`config.mk`:
```
export PLATFORM = sky130hd
export DESIGN_NAME = wave_unwarp_reader_flat
export DESIGN_NICKNAME = d
export VERILOG_FILES = /design/src/rtl/wave_unwarp_reader_if.sv /design/src/rtl/wave_unwarp_reader.sv /design/src/flat_wrapper.sv
export SDC_FILE = /design/constraint.sdc
export NUM_CORES = 1
export LEC_CHECK = 0
export CAP_MARGIN = 10
export CELL_PAD_IN_SITES_DETAIL_PLACEMENT = 1
export CELL_PAD_IN_SITES_GLOBAL_PLACEMENT = 1
export CORE_MARGIN = 3
export CORE_UTILIZATION = 49
export DETAILED_ROUTE_END_ITERATION = 10
export GPL_ROUTABILITY_DRIVEN = 0
export HOLD_SLACK_MARGIN = 0.1
export PLACE_DENSITY_LB_ADDON = 0.1
export SYNTH_ARGS = -nofsm -noshare
export SYNTH_HDL_FRONTEND = slang
export SYNTH_SLANG_ARGS = --single-unit
```
`constraint.sdc`:
```
create_clock -name clk_in -period 11.6 [get_ports clk_in]
set_input_delay 2.9 -clock clk_in [delete_from_list [all_inputs] [get_ports clk_in]]
set_output_delay 2.9 -clock clk_in [all_outputs]
set_load 0.03 [all_outputs]
```
`src/rtl/wave_unwarp_reader_if.sv`:
```
// ---------------------------------------------------------------------------
// wave_unwarp_reader_if
//
// Purpose: bundles the raster request side, the frame-buffer read port and
// the pixel output side of wave_unwarp_reader into one interface.
//
// Signals:
//   frame_start_in  one-cycle pulse marking the start of a frame
//   anim_en_in      enables phase advance at frame start
//   data_valid_in   pixel request qualifier
//   hcount_in       [10:0] output-raster column
//   vcount_in       [9:0]  output-raster row
//   bram_addr_out   [16:0] frame-buffer read address
//   bram_data_in    [6:0]  frame-buffer read data (2-cycle read latency)
//   data_valid_out  pixel_out qualifier
//   hcount_out      [10:0] hcount_in delayed to line up with pixel_out
//   vcount_out      [9:0]  vcount_in delayed to line up with pixel_out
//   pixel_out       [6:0]  unwarped pixel
//
// Modports:
//   slave   - the reader itself
//   master  - whatever drives the requests and owns the frame buffer
// ---------------------------------------------------------------------------
interface wave_unwarp_reader_if;
  logic        frame_start_in;
  logic        anim_en_in;
  logic        data_valid_in;
  logic [10:0] hcount_in;
  logic [9:0]  vcount_in;
  logic [16:0] bram_addr_out;
  logic [6:0]  bram_data_in;
  logic        data_valid_out;
  logic [10:0] hcount_out;
  logic [9:0]  vcount_out;
  logic [6:0]  pixel_out;

  modport slave (
    input  frame_start_in,
    input  anim_en_in,
    input  data_valid_in,
    input  hcount_in,
    input  vcount_in,
    input  bram_data_in,
    output bram_addr_out,
    output data_valid_out,
    output hcount_out,
    output vcount_out,
    output pixel_out
  );

  modport master (
    output frame_start_in,
    output anim_en_in,
    output data_valid_in,
    output hcount_in,
    output vcount_in,
    output bram_data_in,
    input  bram_addr_out,
    input  data_valid_out,
    input  hcount_out,
    input  vcount_out,
    input  pixel_out
  );
endinterface

```
`src/rtl/wave_unwarp_reader.sv`:
```
// ---------------------------------------------------------------------------
// wave_unwarp_reader
//
// Purpose: reads a frame buffer with a vertical "wave" distortion removed.
// For every requested output pixel (hcount, vcount) a per-row offset is
// derived from a cubic of the phase-shifted row, the source row is wrapped
// into the frame, and the frame-buffer address src*WIDTH + hcount[7:0] is
// issued. The returned pixel is emitted five cycles after the request, with
// the raster counters delayed to match. The phase can advance every frame
// to animate the wave.
//
// Ports:
//   clk_in   single clock, all state on the rising edge
//   rst_in   asynchronous, active-low reset
//   bus      wave_unwarp_reader_if.slave (requests, BRAM port, pixel output)
//
// Parameters:
//   HEIGHT      rows per frame buffer, also the row wrap modulus
//   WIDTH       pixels per row, also the address row stride
//   PHASE_STEP  phase advance per animated frame (must be < HEIGHT)
//
// Timing (request sampled at edge k):
//   k    : offset terms registered
//   k+1  : cubic product / offset registered
//   k+2  : wrapped source row -> bram_addr_out
//   k+4  : BRAM data present on bram_data_in
//   k+5  : pixel_out / data_valid_out / hcount_out / vcount_out
// ---------------------------------------------------------------------------
module wave_unwarp_reader #(
  parameter int HEIGHT     = 320,
  parameter int WIDTH      = 240,
  parameter int PHASE_STEP = 4
) (
  input logic                 clk_in,
  input logic                 rst_in,
  wave_unwarp_reader_if.slave bus
);

  localparam logic [0:0] IDLE = 1'b0;
  localparam logic [0:0] RUN  = 1'b1;

  localparam logic [10:0]        HEIGHT_U = 11'(HEIGHT);
  localparam logic [10:0]        WIDTH_U  = 11'(WIDTH);
  localparam logic [10:0]        STEP_U   = 11'(PHASE_STEP);
  localparam logic signed [15:0] HEIGHT_S = 16'(HEIGHT);
  localparam logic [16:0]        STRIDE   = 17'(WIDTH);

  // Number of metadata stages between the sample edge and the output edge.
  localparam int DEPTH = 5;

  // Per-pixel side information that travels alongside the datapath.
  typedef struct packed {
    logic        valid;
    logic        oob;
    logic [10:0] hcount;
    logic [9:0]  vcount;
  } meta_t;

  // -------------------------------------------------------------------------
  // Control state and phase
  // -------------------------------------------------------------------------
  logic [0:0]  state_reg;
  logic [9:0]  phase_reg;
  logic [10:0] phase_sum;
  logic [9:0]  phase_next;

  always_comb begin
    phase_sum  = {1'b0, phase_reg} + STEP_U;
    phase_next = (phase_sum >= HEIGHT_U) ? 10'(phase_sum - HEIGHT_U)
                                         : phase_sum[9:0];
  end

  // The first frame_start leaves IDLE; the phase advances on that same pulse
  // when animation is enabled, exactly as it does on later frame starts.
  always_ff @(posedge clk_in or negedge rst_in) begin
    if (!rst_in) begin
      state_reg <= IDLE;
      phase_reg <= '0;
    end else if (bus.frame_start_in) begin
      state_reg <= RUN;
      if (bus.anim_en_in) begin
        phase_reg <= phase_next;
      end
    end
  end

  // -------------------------------------------------------------------------
  // Stage 1: sample request, shifted row and the three offset terms.
  // The terms read phase_reg before any update on this edge, so a request
  // coincident with frame_start uses the old phase.
  // -------------------------------------------------------------------------
  logic               req_valid;
  logic               req_oob;
  logic [10:0]        v_sum;
  logic [10:0]        v_mod;
  logic signed [11:0] v_s;
  logic signed [11:0] top_next;
  logic signed [11:0] mid_next;
  logic signed [11:0] bot_next;
  meta_t              meta_in;

  always_comb begin
    req_valid = bus.data_valid_in && (state_reg == RUN);
    req_oob   = ({1'b0, bus.vcount_in} >= HEIGHT_U) || (bus.hcount_in >= WIDTH_U);

    // vcount_in and phase are both below HEIGHT for in-range requests, so a
    // single conditional subtract is a full modulo.
    v_sum = {1'b0, bus.vcount_in} + {1'b0, phase_reg};
    v_mod = (v_sum >= HEIGHT_U) ? (v_sum - HEIGHT_U) : v_sum;
    v_s   = $signed({1'b0, v_mod});

    // Arithmetic shifts give floor division for the negative terms.
    top_next = (v_s - 12'sd320) >>> 4;
    mid_next = (v_s - 12'sd120) >>> 3;
    bot_next = v_s >>> 4;

    meta_in        = '0;
    meta_in.valid  = req_valid;
    meta_in.oob    = req_oob;
    meta_in.hcount = bus.hcount_in;
    meta_in.vcount = bus.vcount_in;
  end

  logic signed [11:0] top_reg;
  logic signed [11:0] mid_reg;
  logic signed [11:0] bot_reg;

  always_ff @(posedge clk_in or negedge rst_in) begin
    if (!rst_in) begin
      top_reg <= '0;
      mid_reg <= '0;
      bot_reg <= '0;
    end else begin
      top_reg <= top_next;
      mid_reg <= mid_next;
      bot_reg <= bot_next;
    end
  end

  // -------------------------------------------------------------------------
  // Stage 2: cubic product and offset. The product magnitude stays below
  // 2^14 for HEIGHT=320, but 32-bit arithmetic keeps any HEIGHT safe.
  // -------------------------------------------------------------------------
  logic signed [31:0] top_ext;
  logic signed [31:0] mid_ext;
  logic signed [31:0] bot_ext;
  logic signed [31:0] prod;
  logic signed [15:0] off_next;
  logic signed [15:0] off_reg;

  always_comb begin
    top_ext  = {{20{top_reg[11]}}, top_reg};
    mid_ext  = {{20{mid_reg[11]}}, mid_reg};
    bot_ext  = {{20{bot_reg[11]}}, bot_reg};
    prod     = top_ext * mid_ext * bot_ext;
    off_next = 16'(prod >>> 5);
  end

  always_ff @(posedge clk_in or negedge rst_in) begin
    if (!rst_in) begin
      off_reg <= '0;
    end else begin
      off_reg <= off_next;
    end
  end

  // -------------------------------------------------------------------------
  // Metadata shift register: meta_reg[i] holds the request sampled i-1 edges
  // earlier, so meta_reg[2] lines up with off_reg and meta_reg[DEPTH] lines
  // up with the BRAM data for that request.
  // -------------------------------------------------------------------------
  meta_t meta_reg [1:DEPTH];

  always_ff @(posedge clk_in or negedge rst_in) begin
    if (!rst_in) begin
      for (int i = 1; i <= DEPTH; i++) begin
        meta_reg[i] <= '0;
      end
    end else begin
      meta_reg[1] <= meta_in;
      for (int i = 2; i <= DEPTH; i++) begin
        meta_reg[i] <= meta_reg[i-1];
      end
    end
  end

  // -------------------------------------------------------------------------
  // Stage 3: source row (from the raw vcount, not the shifted row), one
  // wrap correction, then the frame-buffer address.
  // -------------------------------------------------------------------------
  logic signed [15:0] src_raw;
  logic signed [15:0] src_wrap;
  logic [16:0]        addr_next;
  logic [16:0]        addr_reg;

  always_comb begin
    src_raw = $signed({6'd0, meta_reg[2].vcount}) - off_reg;
    if (src_raw >= HEIGHT_S) begin
      src_wrap = src_raw - HEIGHT_S;
    end else if (src_raw < 16'sd0) begin
      src_wrap = src_raw + HEIGHT_S;
    end else begin
      src_wrap = src_raw;
    end
    addr_next = 17'(src_wrap) * STRIDE + 17'(meta_reg[2].hcount[7:0]);
  end

  // The address only moves for valid in-range requests; idle cycles and
  // out-of-frame requests leave the last address on the bus.
  always_ff @(posedge clk_in or negedge rst_in) begin
    if (!rst_in) begin
      addr_reg <= '0;
    end else if (meta_reg[2].valid && !meta_reg[2].oob) begin
      addr_reg <= addr_next;
    end
  end

  // -------------------------------------------------------------------------
  // Output stage: capture BRAM data together with the delayed counters.
  // Out-of-frame requests still produce a valid pixel, forced to zero.
  // -------------------------------------------------------------------------
  logic        valid_out_reg;
  logic [6:0]  pixel_reg;
  logic [10:0] hcount_out_reg;
  logic [9:0]  vcount_out_reg;

  always_ff @(posedge clk_in or negedge rst_in) begin
    if (!rst_in) begin
      valid_out_reg  <= 1'b0;
      pixel_reg      <= '0;
      hcount_out_reg <= '0;
      vcount_out_reg <= '0;
    end else begin
      valid_out_reg <= meta_reg[DEPTH].valid;
      if (meta_reg[DEPTH].valid) begin
        pixel_reg      <= meta_reg[DEPTH].oob ? 7'd0 : bus.bram_data_in;
        hcount_out_reg <= meta_reg[DEPTH].hcount;
        vcount_out_reg <= meta_reg[DEPTH].vcount;
      end
    end
  end

  assign bus.bram_addr_out  = addr_reg;
  assign bus.data_valid_out = valid_out_reg;
  assign bus.pixel_out      = pixel_reg;
  assign bus.hcount_out     = hcount_out_reg;
  assign bus.vcount_out     = vcount_out_reg;

endmodule

```
`src/flat_wrapper.sv`:
```
// flat-port wrapper written by rule: the top's interface ports become plain ports
module wave_unwarp_reader_flat 
#(
  parameter int HEIGHT     = 320,
  parameter int WIDTH      = 240,
  parameter int PHASE_STEP = 4
)
  (clk_in, rst_in, bus_frame_start_in, bus_anim_en_in, bus_data_valid_in, bus_hcount_in, bus_vcount_in, bus_bram_data_in, bus_bram_addr_out, bus_data_valid_out, bus_hcount_out, bus_vcount_out, bus_pixel_out);
  wave_unwarp_reader_if bus_i ();
  input logic clk_in;
  input logic rst_in;
  input wire logic [$bits(bus_i.frame_start_in)-1:0] bus_frame_start_in;
  input wire logic [$bits(bus_i.anim_en_in)-1:0] bus_anim_en_in;
  input wire logic [$bits(bus_i.data_valid_in)-1:0] bus_data_valid_in;
  input wire logic [$bits(bus_i.hcount_in)-1:0] bus_hcount_in;
  input wire logic [$bits(bus_i.vcount_in)-1:0] bus_vcount_in;
  input wire logic [$bits(bus_i.bram_data_in)-1:0] bus_bram_data_in;
  output wire logic [$bits(bus_i.bram_addr_out)-1:0] bus_bram_addr_out;
  output wire logic [$bits(bus_i.data_valid_out)-1:0] bus_data_valid_out;
  output wire logic [$bits(bus_i.hcount_out)-1:0] bus_hcount_out;
  output wire logic [$bits(bus_i.vcount_out)-1:0] bus_vcount_out;
  output wire logic [$bits(bus_i.pixel_out)-1:0] bus_pixel_out;
  assign bus_i.frame_start_in = bus_frame_start_in;
  assign bus_i.anim_en_in = bus_anim_en_in;
  assign bus_i.data_valid_in = bus_data_valid_in;
  assign bus_i.hcount_in = bus_hcount_in;
  assign bus_i.vcount_in = bus_vcount_in;
  assign bus_i.bram_data_in = bus_bram_data_in;
  assign bus_bram_addr_out = bus_i.bram_addr_out;
  assign bus_data_valid_out = bus_i.data_valid_out;
  assign bus_hcount_out = bus_i.hcount_out;
  assign bus_vcount_out = bus_i.vcount_out;
  assign bus_pixel_out = bus_i.pixel_out;
  wave_unwarp_reader #(.HEIGHT(HEIGHT), .WIDTH(WIDTH), .PHASE_STEP(PHASE_STEP)) u_core (.clk_in(clk_in), .rst_in(rst_in), .bus(bus_i));
endmodule
```
Word-level counts from Yosys, hierarchy flattened. Index checks and enable logic that the tools add are counted.

Register bits: 212. Latch bits: 0. Memory bits (writable): 0. Bits in read-only memories: 0. Input port bits: 33. Output and inout bits: 46. Logic and storage cells: 60. Memories: 0.

Add/sub/neg operators: 10. Multiply operators: 3. Divide/modulo/power cells: 0. Magnitude comparators: 6. Equality and inequality tests: 0. Shift-type cells: 0. Multiplexer cells: 5. Bitwise gates (word level): 0. Reduce and logical (&&, ||, !) cells: 5.

Operators with widths (number): 32-bit by 8-bit multiplier with 21-bit output (1); 16-bit two-way mux (2); 11-bit by 9-bit greater-or-equal comparator with 1-bit output (second input constant) (2); 17-bit by 8-bit adder with 17-bit output (1); 17-bit by 4-bit multiplier with 13-bit output (second input constant) (1); 8-bit by 9-bit multiplier with 17-bit output (1); 16-bit by 10-bit adder with 16-bit output (second input constant) (1); 16-bit by 10-bit greater-or-equal comparator with 1-bit output (second input constant) (1); 16-bit by 1-bit < comparator with 1-bit output (second input constant) (1); 11-bit by 16-bit subtractor with 16-bit output (1); 16-bit by 10-bit subtractor with 16-bit output (second input constant) (1); 11-bit by 7-bit subtractor with 12-bit output (second input constant) (1); 11-bit by 9-bit subtractor with 12-bit output (second input constant) (1); 10-bit by 10-bit adder with 11-bit output (1); 10-bit by 3-bit adder with 11-bit output (second input constant) (1); 11-bit by 8-bit greater-or-equal comparator with 1-bit output (second input constant) (1); 11-bit two-way mux (1); 11-bit by 9-bit subtractor with 11-bit output (second input constant) (1); 10-bit by 9-bit greater-or-equal comparator with 1-bit output (second input constant) (1); 10-bit two-way mux (1); 10-bit by 9-bit subtractor with 10-bit output (second input constant) (1); 7-bit two-way mux (1); 1-bit logical AND (2); 2-bit AND reduction (1); other kinds (2) (2).

Logic depth before layout (Yosys ltp). Gate-level depths: netlist of the first run.

Depth after elaboration: 6. Mapped depth: 34. Gate-level depth less buffers: 32.

Worst setup path after synthesis of the first run. No wires, ideal clock.

Path type: reg2reg. Start point: register u_core.top_reg[0]. End point: register u_core.off_reg[15]. Setup time: 0.134 ns. Arrival time: 8.348 ns. Required time: 11.466 ns. Slack: 3.118 ns. Stages on the path, launching flop included: 35. Path buffers: 2. Clock period less this slack: 8.482 ns. Cells stage by stage: dfrtp_1 > clkbuf_1 > clkbuf_1 > and2_1 > ha_1 > inv_1 > fa_1 > inv_1 > ha_1 > inv_1 > fa_1 > inv_1 > ha_1 > fa_1 > a21o_1 > a211o_1 > a2111oi_0 > o31ai_1 > a21oi_1 > o21ai_0 > xnor2_1 > nand2_1 > fa_1 > inv_1 > fa_1 > fa_1 > inv_1 > fa_1 > inv_1 > ha_1 > and3_1 > a21oi_1 > o211ai_1 > a21oi_1 > xnor3_1.

Word-level cells in the longest chain between the ends: 2.

Ends and longest elaborated chain: start: declaration (RTL line wave_unwarp_reader.sv:124) `logic signed [11:0] top_reg;`; start signal: assignment (RTL line wave_unwarp_reader.sv:134) `top_reg <= top_next;`; 8-bit by 9-bit multiplier with 17-bit output (RTL line wave_unwarp_reader.sv:155) `prod = top_ext * mid_ext * bot_ext;`; 32-bit by 8-bit multiplier with 21-bit output (RTL line wave_unwarp_reader.sv:155); via u_core.prod[20] (RTL line wave_unwarp_reader.sv:147) `logic signed [31:0] prod;`; end signal: assignment (RTL line wave_unwarp_reader.sv:163) `off_reg <= off_next;`; end: declaration (RTL line wave_unwarp_reader.sv:149) `logic signed [15:0] off_reg;`.

The timed path passes the listed nets, and every way through them passes these cells. A chain may end at the register's enable or synchronous reset.

Worst setup path after layout of the first run. Ends and elaborated chain as after synthesis.

==> results.yml, run 1 <==
yosys:
  netlist_area_sq_mm: 0.0152
  avgSynthCellArea_sq_um: 10.6
  synthCells: 1431
  synth-edff-count: 0
  synth_flop_cell: "dfrtp_1"
  synthArstFlopShare: 1.00
  synth_top_area_cell: "dfrtp_1"
  synthTopCellsByArea: "dfrtp_1, fa_1, ha_1, inv_1, and2_1"
  synthesis.nets: 1742
  yosysWarningCount: 0
  synth-seq-cells: 208
  synth_cell_types: 59
  synth_top_cell_area_share: 0.342
  ys_seq_area_frac: 0.342
floorplanning:
  core_sq_mm: 0.0301
  rows: 63
  die-area_sq_mm: 0.0332
  start_util: 0.505
  die_x_um: 182
  dieHeight_um: 182
  design.portCount: 79
place:
  dp_hpwl_um: 26000
  portBuffers: 78
  placed_cell_area_sq_mm: 0.0164
  place_inst: 1874
sta:
  worst_pin_slew_ps: 1090
  post-route-period-util: 0.812
  fin_crit_ps: 9420
  finalMaxSlewViolations: 0
  fmax_mhz: 106
  skew_ps: 12.8
  finalHoldViolCount: 0
  setup_viol: 0
  rsz0062_at_grt: "no"
  relSlewSlack: 0.274
  fin_setup_tns_ps: 0
worst_setup_path:
  cp_max_fo: 30
  critPathTopFamily: "adder cells"
  critical_path.max_stage_delay_ps: 730
  arrival_ps: 9810
  timing.critical_path.slowest_stage_cell: "dfrtp_1"
  critical_path_buf_inv_count: 7
  critical_path_required_ps: 11990
  crit_path_end_kind: "flop"
  startpoint_type: "flop"
  crit_type: "flop to flop"
detailed_routing:
  drt_iter0_drc: 342
  drc: 0
  wirelength_um: 33000
  via_count: 9897
  dr.pass1.iters: 6
  drtAntennaViolNets: 0
  wl_per_cell_um: 17.2
  drt-vias-per-instance: 5.17
global_route:
  grt.total_usage: 0.211
  grt_max_degree: 138
  overflow: 0
  grt_pass1_wl_um: 57500
  antenna_found_initial: 0
  grt_pass1_vias: 11400
worst_hold_path:
  min_path_type: "flop to flop"
run_status:
  status: "completed"
cells_and_area:
  largest_reg_flops: 115
  fill_cells: 3281
  fin_area_sq_mm: 0.0171
  multiInputGateArea_sq_mm: 0.00890
  drive_above_1_share: 0.0485
  final_cell_mix: "inv_1, dfrtp_1, fa_1"
  utilization: 0.569
  finalNonFillerCells: 1916
  ff_latch_area_sq_mm: 0.00520
  n_antenna_cell: 0
  syn2layout_area_growth_pct: 12.7
  final_common_cell: "inv_1"
  layout.nets: 1820
cts:
  hold_buffers: 0
  post_cts_resized: 0
  path_clk_slew_ps: 60
  cts_sinks: 208
  postCtsSetupRepairBufs: 0
  cts_tree: "built"
  htree_levels: 1
  cts-root-buf: "clkbuf_16"
  clk_path_buf_depth: 3
  worst_skew_pair.late_latency_ps: 520
  cts_buffers: 23
run:
  max-cap-violations: 0
metal layers:
layer / vias to the layer above / GRT usage / routed length, um
met4: 0 / 0.0408 / 630
met5: - / 0 / 0
met1: 5045 / 0.270 / 14100
li1: 4673 / - / -
met2: 130 / 0.391 / 17400
met3: 49 / 0.0205 / 935
worst reg2reg max path: cells and delay by family (launching register included):
family | cells | cell delay [ps]
simple gates | 3 | 750
fa+ha+maj | 11 | 4670
compound gates | 9 | 2240
buf+inv | 7 | 340
xor+xnor | 2 | 570
flops | 1 | 730
path summary, 6_finish.rpt:
path | from | endpoint | slack [ps] | cells past startpoint
max | u_core.top_reg[0]$_DFF_PN0_ | u_core.off_reg[15]$_DFF_PN0_ | 2180 | 32
min | u_core.meta_reg[52]$_DFF_PN0_ | u_core.meta_reg[29]$_DFF_PN0_ | 350 | 0
max reg2reg | u_core.top_reg[0]$_DFF_PN0_ | u_core.off_reg[15]$_DFF_PN0_ | 2180 | 32
min reg2reg | u_core.meta_reg[52]$_DFF_PN0_ | u_core.meta_reg[29]$_DFF_PN0_ | 350 | 0
max in group asynchronous | rst_in | u_core.bus.bram_addr_out[16]$_DFFE_PN0P_ | 7530 | 2
min in group asynchronous | rst_in | u_core.bus.pixel_out[3]$_DFFE_PN0P_ | 2540 | 1
cell usage after synthesis, types with 6 or more instances:
| master | count |
|---|---|
| xor2_1 | 31 |
| mux2_2 | 30 |
| a211oi_1 | 6 |
| nand3_1 | 16 |
| clkbuf_1 | 22 |
| nor2_1 | 42 |
| o21bai_1 | 7 |
| and3_1 | 16 |
| xnor2_1 | 70 |
| ha_1 | 119 |
| inv_1 | 263 |
| fa_1 | 159 |
| a21oi_1 | 41 |
| o211ai_1 | 6 |
| dfrtp_1 | 208 |
| nor3_1 | 18 |
| nand3b_1 | 7 |
| nand2_1 | 92 |
| and2_1 | 111 |
| nor2b_1 | 13 |
| a21o_1 | 20 |
| nand2b_1 | 11 |
| o31ai_1 | 6 |
| o21ai_0 | 42 |
final cells by class:
type                    count  area share
multi-input cells         931       0.519
flip-flops and latches    208       0.304
inverters                 264      0.0578
repair buffers             81      0.0471
clock buffers              35      0.0385
well taps                 390      0.0285
clock inverters             7     0.00533
logic make-up after synthesis:
kind of cell,synth area share
AND/OR/NAND/NOR,0.120
buffers and inverters,0.0726
adder cells (fa/ha/maj),0.307
flip-flops,0.342
AO/OA/AOI/OAI,0.0728
XOR/XNOR,0.0626
multiplexers,0.0222
metrics by stage:
step / hold slack, ps / setup slack, ps
after global placement: 331 / 2390
after CTS: 347 / 2120
final: 345 / 2180
after detailed placement: 336 / 2160
after floorplan: 331 / 3120
after global routing: 347 / 1430
Power of run 1 is left out: the tool's default activity adds up to more than one toggle a clock period on the data nets, which glitch-free logic cannot reach.
==> run 2: changes to the inputs <==
==> constraint.sdc (replaced) <==
create_clock -name clk_in -period 9.15 [get_ports clk_in]
set_input_delay 2.2875 -clock clk_in [delete_from_list [all_inputs] [get_ports clk_in]]
set_output_delay 2.2875 -clock clk_in [all_outputs]
set_load 0.03 [all_outputs]
==> run 2 against run 1 <==
Against the previous run:
- sequential share of layout area fell by 0.18 points
- first-iteration DRC count shrank 7.9%
- maximum frequency is 9.4% higher
- count of clock-buffer cells in the layout is 7 lower
- critical endpoint unchanged
- largest cell class unchanged
- critical path depth decreased by 5
- final area up 0.64%
- cell count rose by 0.47%
- non-clock buffer count increased by 9
==> results.yml, run 2 (same netlist as run 1, synthesis figures left out) <==
run_status:
  status: "completed"
detailed_routing:
  drt-vias-per-instance: 5.20
  wl_per_cell_um: 17.9
  dr.pass1.iters: 4
  drt_iter0_drc: 315
  wirelength_um: 34500
  via_count: 10000
  drtAntennaViolNets: 0
  drc: 0
floorplanning:
  design.portCount: 79
  rows: 63
  start_util: 0.505
  dieHeight_um: 182
  core_sq_mm: 0.0301
  die_x_um: 182
  die-area_sq_mm: 0.0332
worst_setup_path:
  critical_path_buf_inv_count: 6
  crit_type: "flop to flop"
  critPathTopFamily: "adder cells"
  critical_path.max_stage_delay_ps: 560
  startpoint_type: "flop"
  crit_path_end_kind: "flop"
  cp_common_cell: "fa_1"
  critPathLaunch: "u_core.top_reg[7]$_DFF_PN0_"
  crit-reg2reg-launch: "u_core.top_reg[7]$_DFF_PN0_"
  timing.critical_path.slowest_stage_cell: "xnor2_1"
  arrival_ps: 9000
  cp_max_fo: 8
  critical_path_required_ps: 9540
worst_hold_path:
  min_path_type: "flop to flop"
  hold_start: "u_core.meta_reg[87]$_DFF_PN0_"
cells_and_area:
  layout.nets: 1829
  final_cell_mix: "inv_1, dfrtp_1, fa_1"
  drive_above_1_share: 0.0619
  largest_reg_flops: 115
  n_antenna_cell: 0
  final_common_cell: "inv_1"
  fin_area_sq_mm: 0.0173
  syn2layout_area_growth_pct: 13.4
sta:
  rsz0062_at_grt: "no"
  fmax_mhz: 116
  finalMaxSlewViolations: 0
  relSlewSlack: 0.232
  setup_viol: 0
  whs_ps: 343
  skew_ps: 16.3
  post-route-period-util: 0.941
  fin_setup_tns_ps: 0
  worst_pin_slew_ps: 1150
  fin_crit_ps: 8610
  finalHoldViolCount: 0
global_route:
  met1_usage: 0.267
  antenna_found_initial: 0
  grt.total_usage: 0.218
  grt_pass1_vias: 11600
  grtUsageMet3: 0.0257
  gr-max-usage-layer: "met2"
  grt_max_degree: 103
  gr-usage-met2: 0.412
  overflow: 0
  grt_pass1_wl_um: 59000
run:
  max-cap-violations: 0
cts:
  cts_sinks: 208
  cts_tree: "built"
  hold_buffers: 0
  htree_levels: 1
  clk_path_buf_depth: 3
  cts-root-buf: "clkbuf_16"
  cts_buffers: 23
  path_clk_slew_ps: 60
  worst_skew_pair.late_latency_ps: 530
place:
  placed_cell_area_sq_mm: 0.0165
  dp_hpwl_um: 26100
  portBuffers: 78
## run 2: metal layers
metal  routed length, um  share of wire
met4                 657          0.019
met5                   0              0
met1               14400           0.42
met3                1110          0.032
met2               18300           0.53
## run 2: final timing paths
| path | end | slack (ps) | cells after the start |
|---|---|---|---|
| setup / recovery | u_core.off_reg[15]$_DFF_PN0_ | 540 | 27 |
| hold / removal | u_core.meta_reg[64]$_DFF_PN0_ | 340 | 0 |
| setup reg to reg | u_core.off_reg[15]$_DFF_PN0_ | 540 | 27 |
| hold reg to reg | u_core.meta_reg[64]$_DFF_PN0_ | 340 | 0 |
| max in group asynchronous | u_core.mid_reg[0]$_DFF_PN0_ | 6070 | 2 |
| min in group asynchronous | u_core.bus.pixel_out[3]$_DFFE_PN0P_ | 1840 | 1 |
## run 2: per-stage QoR
| stage | utilization | cells | setup WS (ps) |
|---|---|---|---|
| 2_1_floorplan | - | 1431 | 668 |
| 4_1_cts | 0.572 | 1925 | 232 |
| 3_3_place_gp | 0.547 | 1883 | 437 |
| 3_5_place_dp | 0.547 | 1883 | 292 |
| 6_report | 0.573 | 1925 | 541 |
| 5_1_grt | 0.573 | 1925 | 0.280 |
## run 2: final cells by class
class / count / area [sq um]
inverters: 264 / 995
flip-flops and latches: 208 / 5210
fillers: 3263 / 12900
repair buffers: 90 / 875
multi-input cells: 931 / 8920
well taps: 390 / 488
clock buffers: 28 / 634
clock inverters: 14 / 134
## run 2: timing repair
item / in CTS / in global routing
gates resized for setup: 0 / 6
buffers inserted: 0 / 0
setup endpoints to repair: 0 / 4
Power of run 2 is left out for the same reason.
==> run 3: changes to the inputs <==
--- a/config.mk
+++ b/config.mk
@@ -8,7 +8,6 @@
 export CAP_MARGIN = 10
 export CELL_PAD_IN_SITES_DETAIL_PLACEMENT = 1
 export CELL_PAD_IN_SITES_GLOBAL_PLACEMENT = 1
-export CORE_MARGIN = 3
 export CORE_UTILIZATION = 49
 export DETAILED_ROUTE_END_ITERATION = 10
 export GPL_ROUTABILITY_DRIVEN = 0
==> run 3 against run 2 <==
Against the previous run:
- die area fell by 4.3%
- count of clock-buffer cells in the layout rose by 5
- wire length rose by 0.59%
- maximum frequency barely moved
- worst hold slack got worse by 3.0 ps
- final area barely moved
- non-clock buffer count did not move
==> results.yml, run 3 (same netlist as run 1, synthesis figures left out) <==
run_status:
  status: "completed"
worst_setup_path:
  cp_max_fo: 8
  timing.critical_path.slowest_stage_cell: "fa_1"
  cp_common_cell: "fa_1"
  critical_path_required_ps: 9530
  critPathTopFamily: "adder cells"
  crit_path_end_kind: "flop"
  startpoint_type: "flop"
  critical_path_buf_inv_count: 6
  crit_type: "flop to flop"
  arrival_ps: 8990
  critical_path.max_stage_delay_ps: 550
global_route:
  antenna_found_initial: 0
  grt_pass1_wl_um: 58800
  grt.total_usage: 0.237
  grt_pass1_vias: 11500
  overflow: 0
  grt_max_degree: 92
cts:
  hold_buffers: 0
  post_cts_resized: 0
  postCtsSetupRepairBufs: 0
  cts_buffers: 23
  clk_path_buf_depth: 3
  cts-root-buf: "clkbuf_16"
  path_clk_slew_ps: 60
  worst_skew_pair.late_latency_ps: 520
  cts_sinks: 208
  htree_levels: 1
  cts_tree: "built"
cells_and_area:
  n_antenna_cell: 0
  final_cell_mix: "inv_1, dfrtp_1, fa_1"
  largest_reg_flops: 115
  drive_above_1_share: 0.0567
  final_common_cell: "inv_1"
  layout.nets: 1829
  syn2layout_area_growth_pct: 13.5
  utilization: 0.564
  fill_cells: 3303
detailed_routing:
  drt_iter0_drc: 337
  dr.pass1.iters: 4
  drt-vias-per-instance: 5.18
  drtAntennaViolNets: 0
  wl_per_cell_um: 18.0
  via_count: 10000
  drc: 0
  wirelength_um: 34700
sta:
  relSlewSlack: 0.246
  fmax_mhz: 116
  worst_pin_slew_ps: 1130
  setup_slack_ps: 542
  setup_viol: 0
  finalHoldViolCount: 0
  rsz0062_at_grt: "no"
  fin_crit_ps: 8610
  fin_setup_tns_ps: 0
  skew_ps: 16.5
  finalMaxSlewViolations: 0
  post-route-period-util: 0.941
run:
  max-cap-violations: 0
worst_hold_path:
  min_path_type: "flop to flop"
floorplanning:
  die_x_um: 178
  die-area_sq_mm: 0.0317
  core_sq_mm: 0.0306
  rows: 64
  start_util: 0.497
  dieHeight_um: 178
  design.portCount: 79
place:
  dp_hpwl_um: 26400
  pre_cts_slack_ps: 380
  portBuffers: 78
## run 3: cell count changes in the layout (fill, tap and decap cells not counted)
cell | before | now
clkinv_1 | 0 | 1
bufinv_16 | 1 | 2
clkinvlp_4 | 4 | 0
dfrtp_2 | 1 | 0
inv_8 | 2 | 0
clkinv_2 | 6 | 3
inv_6 | 1 | 0
clkinv_4 | 0 | 2
o22ai_1 | 1 | 2
dfrtp_1 | 207 | 208
clkbuf_8 | 5 | 6
o22ai_2 | 1 | 0
clkbuf_1 | 1 | 5
## run 3: stage by stage
stage	hold WS [ps]	instance area [sq um]	std cells
2_1_floorplan	331	15200	1431
3_3_place_gp	332	16500	1889
3_5_place_dp	336	16500	1889
4_1_cts	341	17200	1930
5_1_grt	346	17300	1930
6_report	340	17300	1930
## run 3: routing by layer
layer | part of all wire | track usage | up-vias | wire, um
met3 | 0.031 | 0.0251 | 53 | 1090
met5 | 0 | 0 | - | 0
met4 | 0.025 | 0.0620 | 0 | 872
met1 | 0.41 | 0.282 | 5110 | 14200
met2 | 0.53 | 0.449 | 146 | 18500
li1 | - | - | 4693 | -
## run 3: final timing paths
check | startpoint | endpoint | slack (ps) | cells after the start
min in group asynchronous | rst_in | u_core.bus.hcount_out[10]$_DFFE_PN0P_ | 1820 | 1
worst min register to register | u_core.meta_reg[60]$_DFF_PN0_ | u_core.meta_reg[37]$_DFF_PN0_ | 340 | 0
worst max-delay path | u_core.top_reg[7]$_DFF_PN0_ | u_core.off_reg[15]$_DFF_PN0_ | 540 | 28
worst min-delay path | u_core.meta_reg[60]$_DFF_PN0_ | u_core.meta_reg[37]$_DFF_PN0_ | 340 | 0
worst max register to register | u_core.top_reg[7]$_DFF_PN0_ | u_core.off_reg[15]$_DFF_PN0_ | 540 | 28
max in group asynchronous | rst_in | u_core.top_reg[7]$_DFF_PN0_ | 6020 | 2
## run 3: layout make-up
| class | count | area (sq um) | share of cell area |
|---|---|---|---|
| Clock buffer | 33 | 663 | 0.0384 |
| Clock inverter | 8 | 113 | 0.00653 |
| Inverter | 264 | 991 | 0.0574 |
| Multi-Input combinational cell | 931 | 8910 | 0.517 |
| Sequential cell | 208 | 5200 | 0.302 |
| Tap cell | 396 | 495 | 0.0287 |
| Timing Repair Buffer | 90 | 875 | 0.0507 |
Power of run 3 is left out for the same reason.
